**src/rtl/ace_snoop_responder.sv**
```systemverilog
// ACE snoop responder: takes one AC snoop at a time, looks the line up in the
// L1, applies the coherency state change and answers on CR (plus CD data).
module ace_snoop_responder #(
    parameter int unsigned AddrWidth = 64,
    parameter int unsigned DataWidth = 64,
    parameter int unsigned LineWidth = 512
) (
    input  logic                 clk_i,
    input  logic                 rst_ni,
    input  logic                 ac_valid_i,
    output logic                 ac_ready_o,
    input  logic [AddrWidth-1:0] ac_addr_i,
    input  logic [3:0]           ac_snoop_i,
    output logic                 cr_valid_o,
    input  logic                 cr_ready_i,
    output logic [4:0]           cr_resp_o,
    output logic                 cd_valid_o,
    input  logic                 cd_ready_i,
    output logic [DataWidth-1:0] cd_data_o,
    output logic                 cd_last_o,
    output logic                 lookup_req_o,
    output logic [AddrWidth-1:0] lookup_addr_o,
    input  logic                 lookup_gnt_i,
    input  logic                 lookup_valid_i,
    input  logic                 lookup_hit_i,
    input  logic                 lookup_dirty_i,
    input  logic                 lookup_shared_i,
    input  logic [LineWidth-1:0] lookup_data_i,
    output logic                 update_req_o,
    output logic                 update_inval_o,
    input  logic                 update_gnt_i,
    output logic                 unsupported_o
);

    localparam int unsigned Beats = LineWidth / DataWidth;
    localparam int unsigned BeatW = (Beats > 1) ? $clog2(Beats) : 1;
    localparam int unsigned OffW  = $clog2(LineWidth / 8);
    localparam logic [BeatW-1:0] LastBeat = BeatW'(Beats - 1);
    localparam logic SingleBeat = (Beats == 1);

    localparam logic [3:0] SnpReadOnce     = 4'b0000;
    localparam logic [3:0] SnpReadShared   = 4'b0001;
    localparam logic [3:0] SnpReadClean    = 4'b0010;
    localparam logic [3:0] SnpReadNsd      = 4'b0011;
    localparam logic [3:0] SnpReadUnique   = 4'b0111;
    localparam logic [3:0] SnpCleanShared  = 4'b1000;
    localparam logic [3:0] SnpCleanInvalid = 4'b1001;
    localparam logic [3:0] SnpMakeInvalid  = 4'b1101;

    typedef enum logic [2:0] {StIdle, StLookup, StWait, StUpdate, StResp} state_e;

    state_e               r_state;
    logic                 r_ac_ready;
    logic [3:0]           r_snoop;
    logic [AddrWidth-1:0] r_lookup_addr;
    logic                 r_lookup_req;
    logic                 r_update_req;
    logic                 r_update_inval;
    logic                 r_cr_valid;
    logic [4:0]           r_cr_resp;
    logic                 r_cd_valid;
    logic                 r_cd_last;
    logic [BeatW-1:0]     r_beat;
    logic [LineWidth-1:0] r_line;
    logic                 r_unsupported;

    logic       w_supported;
    logic       w_was_unique;
    logic [4:0] w_resp;
    logic       w_upd;
    logic       w_inval;
    logic       w_result;
    logic       w_cr_done;
    logic       w_cd_done;
    logic       w_unused_addr;

    // Offset bits are dropped: lookups are always line aligned.
    assign w_unused_addr = ^ac_addr_i[OffW-1:0];

    assign w_was_unique = ~lookup_shared_i;
    // Lookup result arrives either in WAIT or together with the grant.
    assign w_result  = lookup_valid_i &&
                       ((r_state == StLookup && lookup_gnt_i) || r_state == StWait);
    // A channel is finished once its valid has dropped or is being accepted now.
    assign w_cr_done = !r_cr_valid || cr_ready_i;
    assign w_cd_done = !r_cd_valid || (cd_ready_i && r_cd_last);

    // Classify the incoming snoop type.
    always_comb begin
        w_supported = 1'b0;
        case (ac_snoop_i)
            SnpReadOnce, SnpReadShared, SnpReadClean, SnpReadNsd, SnpReadUnique,
            SnpCleanShared, SnpCleanInvalid, SnpMakeInvalid: w_supported = 1'b1;
            default: w_supported = 1'b0;
        endcase
    end

    // CR bits {WasUnique, IsShared, PassDirty, Error, DataTransfer} and update decision.
    always_comb begin
        w_resp  = 5'b0;
        w_upd   = 1'b0;
        w_inval = 1'b0;
        if (lookup_hit_i) begin
            case (r_snoop)
                SnpReadOnce: begin
                    w_resp = {w_was_unique, 1'b1, 1'b0, 1'b0, 1'b1};
                end
                SnpReadShared, SnpReadClean, SnpReadNsd: begin
                    w_resp = {w_was_unique, 1'b1, lookup_dirty_i, 1'b0, 1'b1};
                    w_upd  = 1'b1;
                end
                SnpReadUnique: begin
                    w_resp  = {w_was_unique, 1'b0, lookup_dirty_i, 1'b0, 1'b1};
                    w_upd   = 1'b1;
                    w_inval = 1'b1;
                end
                SnpCleanInvalid: begin
                    w_resp  = {w_was_unique, 1'b0, lookup_dirty_i, 1'b0, lookup_dirty_i};
                    w_upd   = 1'b1;
                    w_inval = 1'b1;
                end
                SnpCleanShared: begin
                    w_resp = {w_was_unique, 1'b1, lookup_dirty_i, 1'b0, lookup_dirty_i};
                    w_upd  = lookup_dirty_i;
                end
                SnpMakeInvalid: begin
                    w_resp  = {w_was_unique, 4'b0};
                    w_upd   = 1'b1;
                    w_inval = 1'b1;
                end
                default: ;
            endcase
        end
    end

    // Main FSM; all interface outputs are registered here.
    always_ff @(posedge clk_i or negedge rst_ni) begin
        if (!rst_ni) begin
            r_state        <= StIdle;
            r_ac_ready     <= 1'b0;
            r_snoop        <= 4'b0;
            r_lookup_addr  <= '0;
            r_lookup_req   <= 1'b0;
            r_update_req   <= 1'b0;
            r_update_inval <= 1'b0;
            r_cr_valid     <= 1'b0;
            r_cr_resp      <= 5'b0;
            r_cd_valid     <= 1'b0;
            r_cd_last      <= 1'b0;
            r_beat         <= '0;
            r_line         <= '0;
            r_unsupported  <= 1'b0;
        end else begin
            r_unsupported <= 1'b0;
            case (r_state)
                StIdle: begin
                    r_ac_ready <= 1'b1;
                    if (ac_valid_i && r_ac_ready) begin
                        r_ac_ready    <= 1'b0;
                        r_snoop       <= ac_snoop_i;
                        r_lookup_addr <= {ac_addr_i[AddrWidth-1:OffW], {OffW{1'b0}}};
                        if (w_supported) begin
                            r_lookup_req <= 1'b1;
                            r_state      <= StLookup;
                        end else begin
                            // Unsupported: answer with an empty CR, no lookup.
                            r_unsupported <= 1'b1;
                            r_cr_resp     <= 5'b0;
                            r_cr_valid    <= 1'b1;
                            r_cd_valid    <= 1'b0;
                            r_cd_last     <= 1'b0;
                            r_beat        <= '0;
                            r_state       <= StResp;
                        end
                    end
                end
                StLookup, StWait: begin
                    if (r_state == StLookup && lookup_gnt_i) begin
                        r_lookup_req <= 1'b0;
                        r_state      <= StWait;
                    end
                    if (w_result) begin
                        r_line    <= lookup_data_i;
                        r_cr_resp <= w_resp;
                        if (w_upd) begin
                            r_update_req   <= 1'b1;
                            r_update_inval <= w_inval;
                            r_state        <= StUpdate;
                        end else begin
                            r_cr_valid <= 1'b1;
                            r_cd_valid <= w_resp[0];
                            r_cd_last  <= w_resp[0] && SingleBeat;
                            r_beat     <= '0;
                            r_state    <= StResp;
                        end
                    end
                end
                StUpdate: begin
                    if (update_gnt_i) begin
                        r_update_req   <= 1'b0;
                        r_update_inval <= 1'b0;
                        r_cr_valid     <= 1'b1;
                        r_cd_valid     <= r_cr_resp[0];
                        r_cd_last      <= r_cr_resp[0] && SingleBeat;
                        r_beat         <= '0;
                        r_state        <= StResp;
                    end
                end
                StResp: begin
                    if (r_cr_valid && cr_ready_i) begin
                        r_cr_valid <= 1'b0;
                    end
                    if (r_cd_valid && cd_ready_i) begin
                        if (r_cd_last) begin
                            r_cd_valid <= 1'b0;
                            r_cd_last  <= 1'b0;
                        end else begin
                            // Shift the next beat into the low slice driving cd_data_o.
                            r_beat    <= r_beat + BeatW'(1);
                            r_line    <= r_line >> DataWidth;
                            r_cd_last <= (r_beat + BeatW'(1)) == LastBeat;
                        end
                    end
                    if (w_cr_done && w_cd_done) begin
                        r_cr_resp  <= 5'b0;
                        r_ac_ready <= 1'b1;
                        r_state    <= StIdle;
                    end
                end
                default: r_state <= StIdle;
            endcase
        end
    end

    assign ac_ready_o     = r_ac_ready;
    assign lookup_req_o   = r_lookup_req;
    assign lookup_addr_o  = r_lookup_addr;
    assign update_req_o   = r_update_req;
    assign update_inval_o = r_update_inval;
    assign cr_valid_o     = r_cr_valid;
    assign cr_resp_o      = r_cr_resp;
    assign cd_valid_o     = r_cd_valid;
    assign cd_last_o      = r_cd_last;
    assign cd_data_o      = r_line[DataWidth-1:0];
    assign unsupported_o  = r_unsupported;

endmodule

```
**config.mk**
```make
export PLATFORM = sky130hd
export DESIGN_NAME = ace_snoop_responder
export DESIGN_NICKNAME = d
export VERILOG_FILES = /design/src/rtl/ace_snoop_responder.sv
export SDC_FILE = /design/constraint.sdc
export NUM_CORES = 1
export LEC_CHECK = 0
export CAP_MARGIN = 20
export CELL_PAD_IN_SITES_DETAIL_PLACEMENT = 0
export CELL_PAD_IN_SITES_GLOBAL_PLACEMENT = 1
export CORE_MARGIN = 2
export CORE_UTILIZATION = 25
export CTS_CLUSTER_SIZE = 12
export DETAILED_ROUTE_END_ITERATION = 6
export PLACE_DENSITY = 0.62
export SETUP_SLACK_MARGIN = 0.5
export SLEW_MARGIN = 20
export SYNTH_ARGS = -nofsm -noshare
export SYNTH_HDL_FRONTEND = slang
export SYNTH_SLANG_ARGS = --single-unit
```
**constraint.sdc**
```tcl
create_clock -name clk_i -period 3.3 [get_ports clk_i]
set_input_delay 0.66 -clock clk_i [delete_from_list [all_inputs] [get_ports clk_i]]
set_output_delay 0.66 -clock clk_i [all_outputs]
set_load 0.05 [all_outputs]
```
==> reports/metrics.yaml <==
status:
  outcome: "finished, final reports clean"
drt:
  wire_per_inst_um: 18.5
  drc_errors: 0
  ant_nets: 0
  routed_via_density: 4.11
  drt_iter0_drc: 1100
  vias: 22000
  firstDrtPassIters: 5
  drt_wl_total_um: 98700
global_routing:
  antenna_found_initial: 19
  overflow: 0
  grt_pass1_wl_um: 146000
  grt_pass1_vias: 22800
  grt_max_degree: 101
  grt.total_usage_pct: 15.2
synth:
  yosysSeqAreaShare_pct: 47.7
  synth_edf_count: 0
  ys_top_cells_by_count: "1,365 x nand2_1, 592 x dfrtp_1, 416 x mux2_4, 98 x mux2_1, 75 x buf_4"
  synth_cell_types: 48
  avgSynthCellArea_um2: 10.4
  synth_ff_type: "dfrtp_1"
  ys_seq_elements: 592
  ys_top_cells_by_area: "dfrtp_1 48%, mux2_4 20%, nand2_1 16%, mux2_1 3.6%, buf_12 2.8%"
  syn-cell-area_mm2: 0.0311
  synth_top_cell_area_share_pct: 47.7
  synth_area_leader_cell: "dfrtp_1"
  async_flop_share_pct: 100
  synth.most_common_cell: "nand2_1"
  postSynthCellCount: 2986
  synth_warnings: 0
die:
  num_rows: 129
  fp.dieH_um: 356
  core_area_mm2: 0.123
  io_pins: 732
  die_w_um: 356
  dieArea_mm2: 0.127
  initial_core_util_pct: 25.2
timing:
  post-route-period-util_pct: 81.0
  rsz0062_at_grt: "no"
  slew_headroom_pct: 54.4
  min_period_ns: 2.67
  report.final.slew_viol_count: 0
  fmax_mhz: 374
  setup_violations: 0
  holdWs_ns: 0.480
  timing.setup.tns_ns: 0
  worst_pin_slew_ns: 0.682
  hold_viol: 0
  fin_worst_skew_ns: 0.0303
power_and_ir_drop:
  p_leak_nw: 19.9
  ir_drop_uv: 582
  power_mw: 42.8
  power_density_mw_per_mm2: 1020
cts:
  htreeDepth: 3
  post_cts_buffers: 0
  cts_made_buffers: 76
  cts_tree: "done"
  clk-insertion-delay-late_ns: 0.65
  cts_sinks: 592
  cts_buffer_depth: 3
  clk_pin_slew_worst_paths_ns: 0.06
  cts_root_buf: "clkbuf_16"
critical_path:
  start_kind: "register"
  path_depth: 1
  critical-path-top-delay-family: "buffers and inverters"
  crit_arrival_ns: 2.01
  critPathCaptureType: "primary output"
  slowest_stage: "clkdlybuf4s50_1"
  cp_max_fo: 4
  critPathMaxStageDelay_ns: 0.96
  crit_buf_inv: 1
  reg2reg_depth: 6
  critPathKind: "reg2out"
  cp_data_required_time_ns: 2.64
  path_cells: "clkdlybuf4s50_1"
place:
  portBuffers: 718
  hpwl_um: 73400
  place_congestion: 0.789
layout:
  syn2layout_area_growth_pct: 35.3
  fin_nets: 4222
  drive_gt1_share_pct: 17.3
min_path:
  holdPathStages: 1
  hp-class: "reg2reg"
job:
  drv_cap: 0
-- report_power, final --
group / switching, mW / internal, mW
registers: 2.26 / 11.1
clock network: 3.41 / 5.13
logic: 10.1 / 10.8
-- logic make-up (layout without fill, tap and decap cells) --
logic type / Yosys count / count (layout) / share of synthesized area [%]
AND/OR/NAND/NOR: 1406 / 1406 / 17.2
buffers and inverters: 323 / 1020 / 7.61
adder cells (fa/ha/maj): 2 / 2 / 0.0806
AO/OA/AOI/OAI: 80 / 80 / 1.58
XOR/XNOR: 2 / 2 / 0.0564
other: 1 / 20 / 0.0121
multiplexers: 580 / 580 / 25.8
flip-flops: 592 / 592 / 47.7
-- sequential cells by signal, summed over array words and instances (netlist names), 3 cells and up --
register,count
lookup_addr_o,58
r_line,512
r_beat,3
r_snoop,4
r_state,3
cr_resp_o,4
-- layout make-up --
type,count,area [µm²]
Fill cell,12600,81500
Sequential cell,592,14800
Multi-Input combinational cell,2077,13900
Timing Repair Buffer,810,8350
Clock buffer,105,2190
Tap cell,1637,2050
Clock inverter,33,370
Inverter,72,270
Antenna cell,13,32.5
-- repair_timing --
| item | in CTS | in global routing |
|---|---|---|
| endpoints found under the hold margin | 16 | 0 |
| gates resized for setup | 0 | 1 |
| hold buffers | 1 | 0 |
| endpoints found under the setup margin | 0 | 1 |
-- layout by cell type (no fill, tap or decap), types with 3 or more instances in the layout --
cell,n
o21ai_1,6
mux2_1,98
clkdlybuf4s50_1,716
dfrtp_1,592
clkbuf_16,78
inv_1,71
nor3_1,5
nand2b_1,3
mux2_4,416
a21oi_1,8
o211ai_1,4
nor2_1,15
clkbuf_8,14
clkbuf_1,13
diode_2,13
a22oi_1,4
nor2b_1,4
a31oi_1,3
conb_1,7
nand3_1,4
clkinv_2,17
o21ai_0,36
bufinv_16,6
nand2_1,1364
clkinv_8,3
buf_4,54
mux2i_1,65
clkinvlp_4,4
buf_12,37
-- through the flow --
step,worst slack [ns],std cells,util [%],instance area [µm²]
after floorplan,1.02,2992,-,31100
after global placement,0.283,5187,31.9,39400
after detailed placement,0.257,5187,31.9,39400
after CTS,0.503,5326,34.0,42000
after global routing,0.525,5337,34.0,42000
final,0.627,5339,34.0,42000
-- routing by layer --
layer / up-vias / wire [µm] / track usage (%)
li1: 10800 / - / -
met1: 10500 / 43400 / 19.5
met2: 500 / 47700 / 25.1
met3: 127 / 5180 / 3.52
met4: 14 / 2330 / 4.81
met5: - / 99 / 0
-- worst reg2reg max path, delay by kind of cell, from the launching register on --
kind / cells / cell delay, ns
flip-flops: 1 / 0.68
AO/OA/AOI/OAI: 2 / 0.60
multiplexers: 1 / 0.35
buffers and inverters: 2 / 0.63
AND/OR/NAND/NOR: 1 / 0.28
-- final timing paths --
path,from,to,slack [ns]
min in group asynchronous,rst_ni,r_line[303],0.55
setup / recovery,ac_ready_o,ac_ready_o,0.63
max in group asynchronous,rst_ni,lookup_addr_o[37],1.73
hold reg to reg,lookup_addr_o[20],lookup_addr_o[20],0.48
hold / removal,lookup_addr_o[20],lookup_addr_o[20],0.48
setup reg to reg,r_state[1],r_line[163],0.63
Power figures use the tool's default switching activity.
==> RTL change: new RTL, config.mk and constraints unchanged <==
Change the parameter `AddrWidth` from 64 to 56.
--- a/src/rtl/ace_snoop_responder.sv
+++ b/src/rtl/ace_snoop_responder.sv
@@ -1,7 +1,7 @@
 // ACE snoop responder: takes one AC snoop at a time, looks the line up in the
 // L1, applies the coherency state change and answers on CR (plus CD data).
 module ace_snoop_responder #(
-    parameter int unsigned AddrWidth = 64,
+    parameter int unsigned AddrWidth = 56,
     parameter int unsigned DataWidth = 64,
     parameter int unsigned LineWidth = 512
 ) (
Ports: changed (resized ac_addr_i and lookup_addr_o); port bits go from 732 to 716. The function was not compared with the original's and may differ.
==> RTL change against the original RTL <==
Non-clock buffer count grew 1; fmax shrank 1.8%; sequential cell count shrank 8; sequential share of layout area grew 3.2 points; clock skew shrank 16 ps; first-iteration DRC count shrank 11%; setup slack lost 50 ps; design area shrank 9.6%; wire length shrank 7.6%; die area shrank 13%; synthesized area shrank 13%; total power shrank 12%; global-route usage grew 1.2 points.
==> RTL change: results (changes against the original RTL) <==
- Pint: 22.4 mW (-17%)
- CTS Hold Bufs: 1 (unchanged)
- Initial DRC count: 981 (-11%)
- Leakage: 15.9 nW (-20%)
- Global-route wire length before repair: 136000 um (-6.8%)
- Worst Skew: 14.6 ps (-15.7 ps)
- Post-synthesis xor/xnor area fraction: 0.0646% (+0.0082 points)
- Slew headroom: 50.0% (-4.4 points)
- Vias in the first global route: 21100 (-7.5%)
- Sequential share of power: 33.7% (+2.4 points)
- Initial antenna violation count: 26 (+7)
- Vias/cell: 4.25 (+3.4%)
- CTS Buf Count: 75 (-1.3%)
- GRT Util Overall: 16.3% (+1.2 points)
- Synth Area in Compound Gates: 11.5% (+9.9 points)
- Count leader, synth: nand2_1
- Fillcell total: 11000 (-12%)
- Main area contributors after synthesis: dfrtp_1 (54%), mux2i_1 (17%), o21ai_1 (8.5%), nand2_1 (8.2%), mux2_2 (2.3%)
- Ys flop type: dfrtp_1
- Post-cts gate resize count: 1 (+1)
- Clk Latency, worst-skew pair: 630 ps (-20 ps)
- RePlAce Congestion: 0.783 (-0.81%)
- Sw power: 15.2 mW (-3.7%)
- Sequential area share after synthesis: 53.9% (+6.2 points)
- Maximum VDD drop: 0.604 mV (+3.8%)
- Largest stage delay on the critical path: 990 ps (+30 ps)
- Final net count: 3782 (-10%)
- Wire per inst: 19.6 um (+5.8%)
- Detail Placement HPWL: 70200 um (-4.3%)
- First drt pass iteration count: 4 (-1)
- Clock buffer depth: 3 (unchanged)
- CP Max Fanout: 5 (+1)
- Dpl ws: 376 ps (+119 ps)
- Clock network power: 8.37 mW (-2%)
- Status: completed
- Min Tclk post-route: 2720 ps (+49.9 ps)
- Mux cell area share after synthesis: 18.9% (-6.9 points)
- Worst R2R Setup Slack: 970 ps (+340 ps)
- Largest net degree at the start of global routing: 110 (+8.9%)
- IO buf count: 702 (-2.2%)
- Top post-synthesis cells by count: nand2_1 (591), dfrtp_1 (584), o21ai_1 (461)
- Synth unique cells: 52 (+8.3%)
- Layout cell share with drive strength beyond 1: 10.2% (-7.1 points)
- Synth Area in Adders: 0.0923% (+0.012 points)
==> RTL change: cell types whose count changed after synthesis, sizes merged, moves of 4 or more <==
cell	change
clkbuf	-13
mux2i	+385
buf	+19
o21ai	+487
o211ai	-4
a21oi	+4
mux2	-459
nand2	-774
inv	-61
dfrtp	-8
==> RTL change: worst paths after layout <==
check / end / startpoint / cells past startpoint
worst min register to register: r_line[59]$_DFFE_PN0P_ / r_line[59]$_DFFE_PN0P_ / 2
max in group asynchronous: r_line[393]$_DFFE_PN0P_ / rst_ni / 4
worst max register to register: r_line[376]$_DFFE_PN0P_ / r_state[1]$_DFFE_PN0P_ / 5
worst min-delay path: r_line[59]$_DFFE_PN0P_ / r_line[59]$_DFFE_PN0P_ / 2
worst max-delay path: cd_last_o / cd_last_o$_DFFE_PN0P_ / 1
min in group asynchronous: lookup_addr_o[55]$_DFFE_PN0P_ / rst_ni / 2
==> RTL change: cell type report <==
type	count	area share, %
flip-flops and latches	584	38.5
multi-input cells	1715	28.4
repair buffers	811	21.7
clock buffers	114	5.94
well taps	1403	4.62
clock inverters	21	0.721
inverters	10	0.0988
diodes	9	0.0593
==> RTL change: metrics by stage <==
step / area (sq um) / hold WS [ps] / instances
6_report: 38000 / 471 / 4667
5_1_grt: 38000 / 500 / 4666
4_1_cts: 38000 / 477 / 4658
3_5_place_dp: 35400 / 463 / 4522
3_3_place_gp: 35400 / 461 / 4522
2_1_floorplan: 27100 / 364 / 2566
==> RTL change: routing by layer <==
layer	share of wire, %	vias up	track usage (%)
li1	-	10000	-
met1	43	9178	20.3
met2	48	466	27.3
met3	5.9	140	4.77
met4	2.2	32	4.82
met5	0.21	-	0
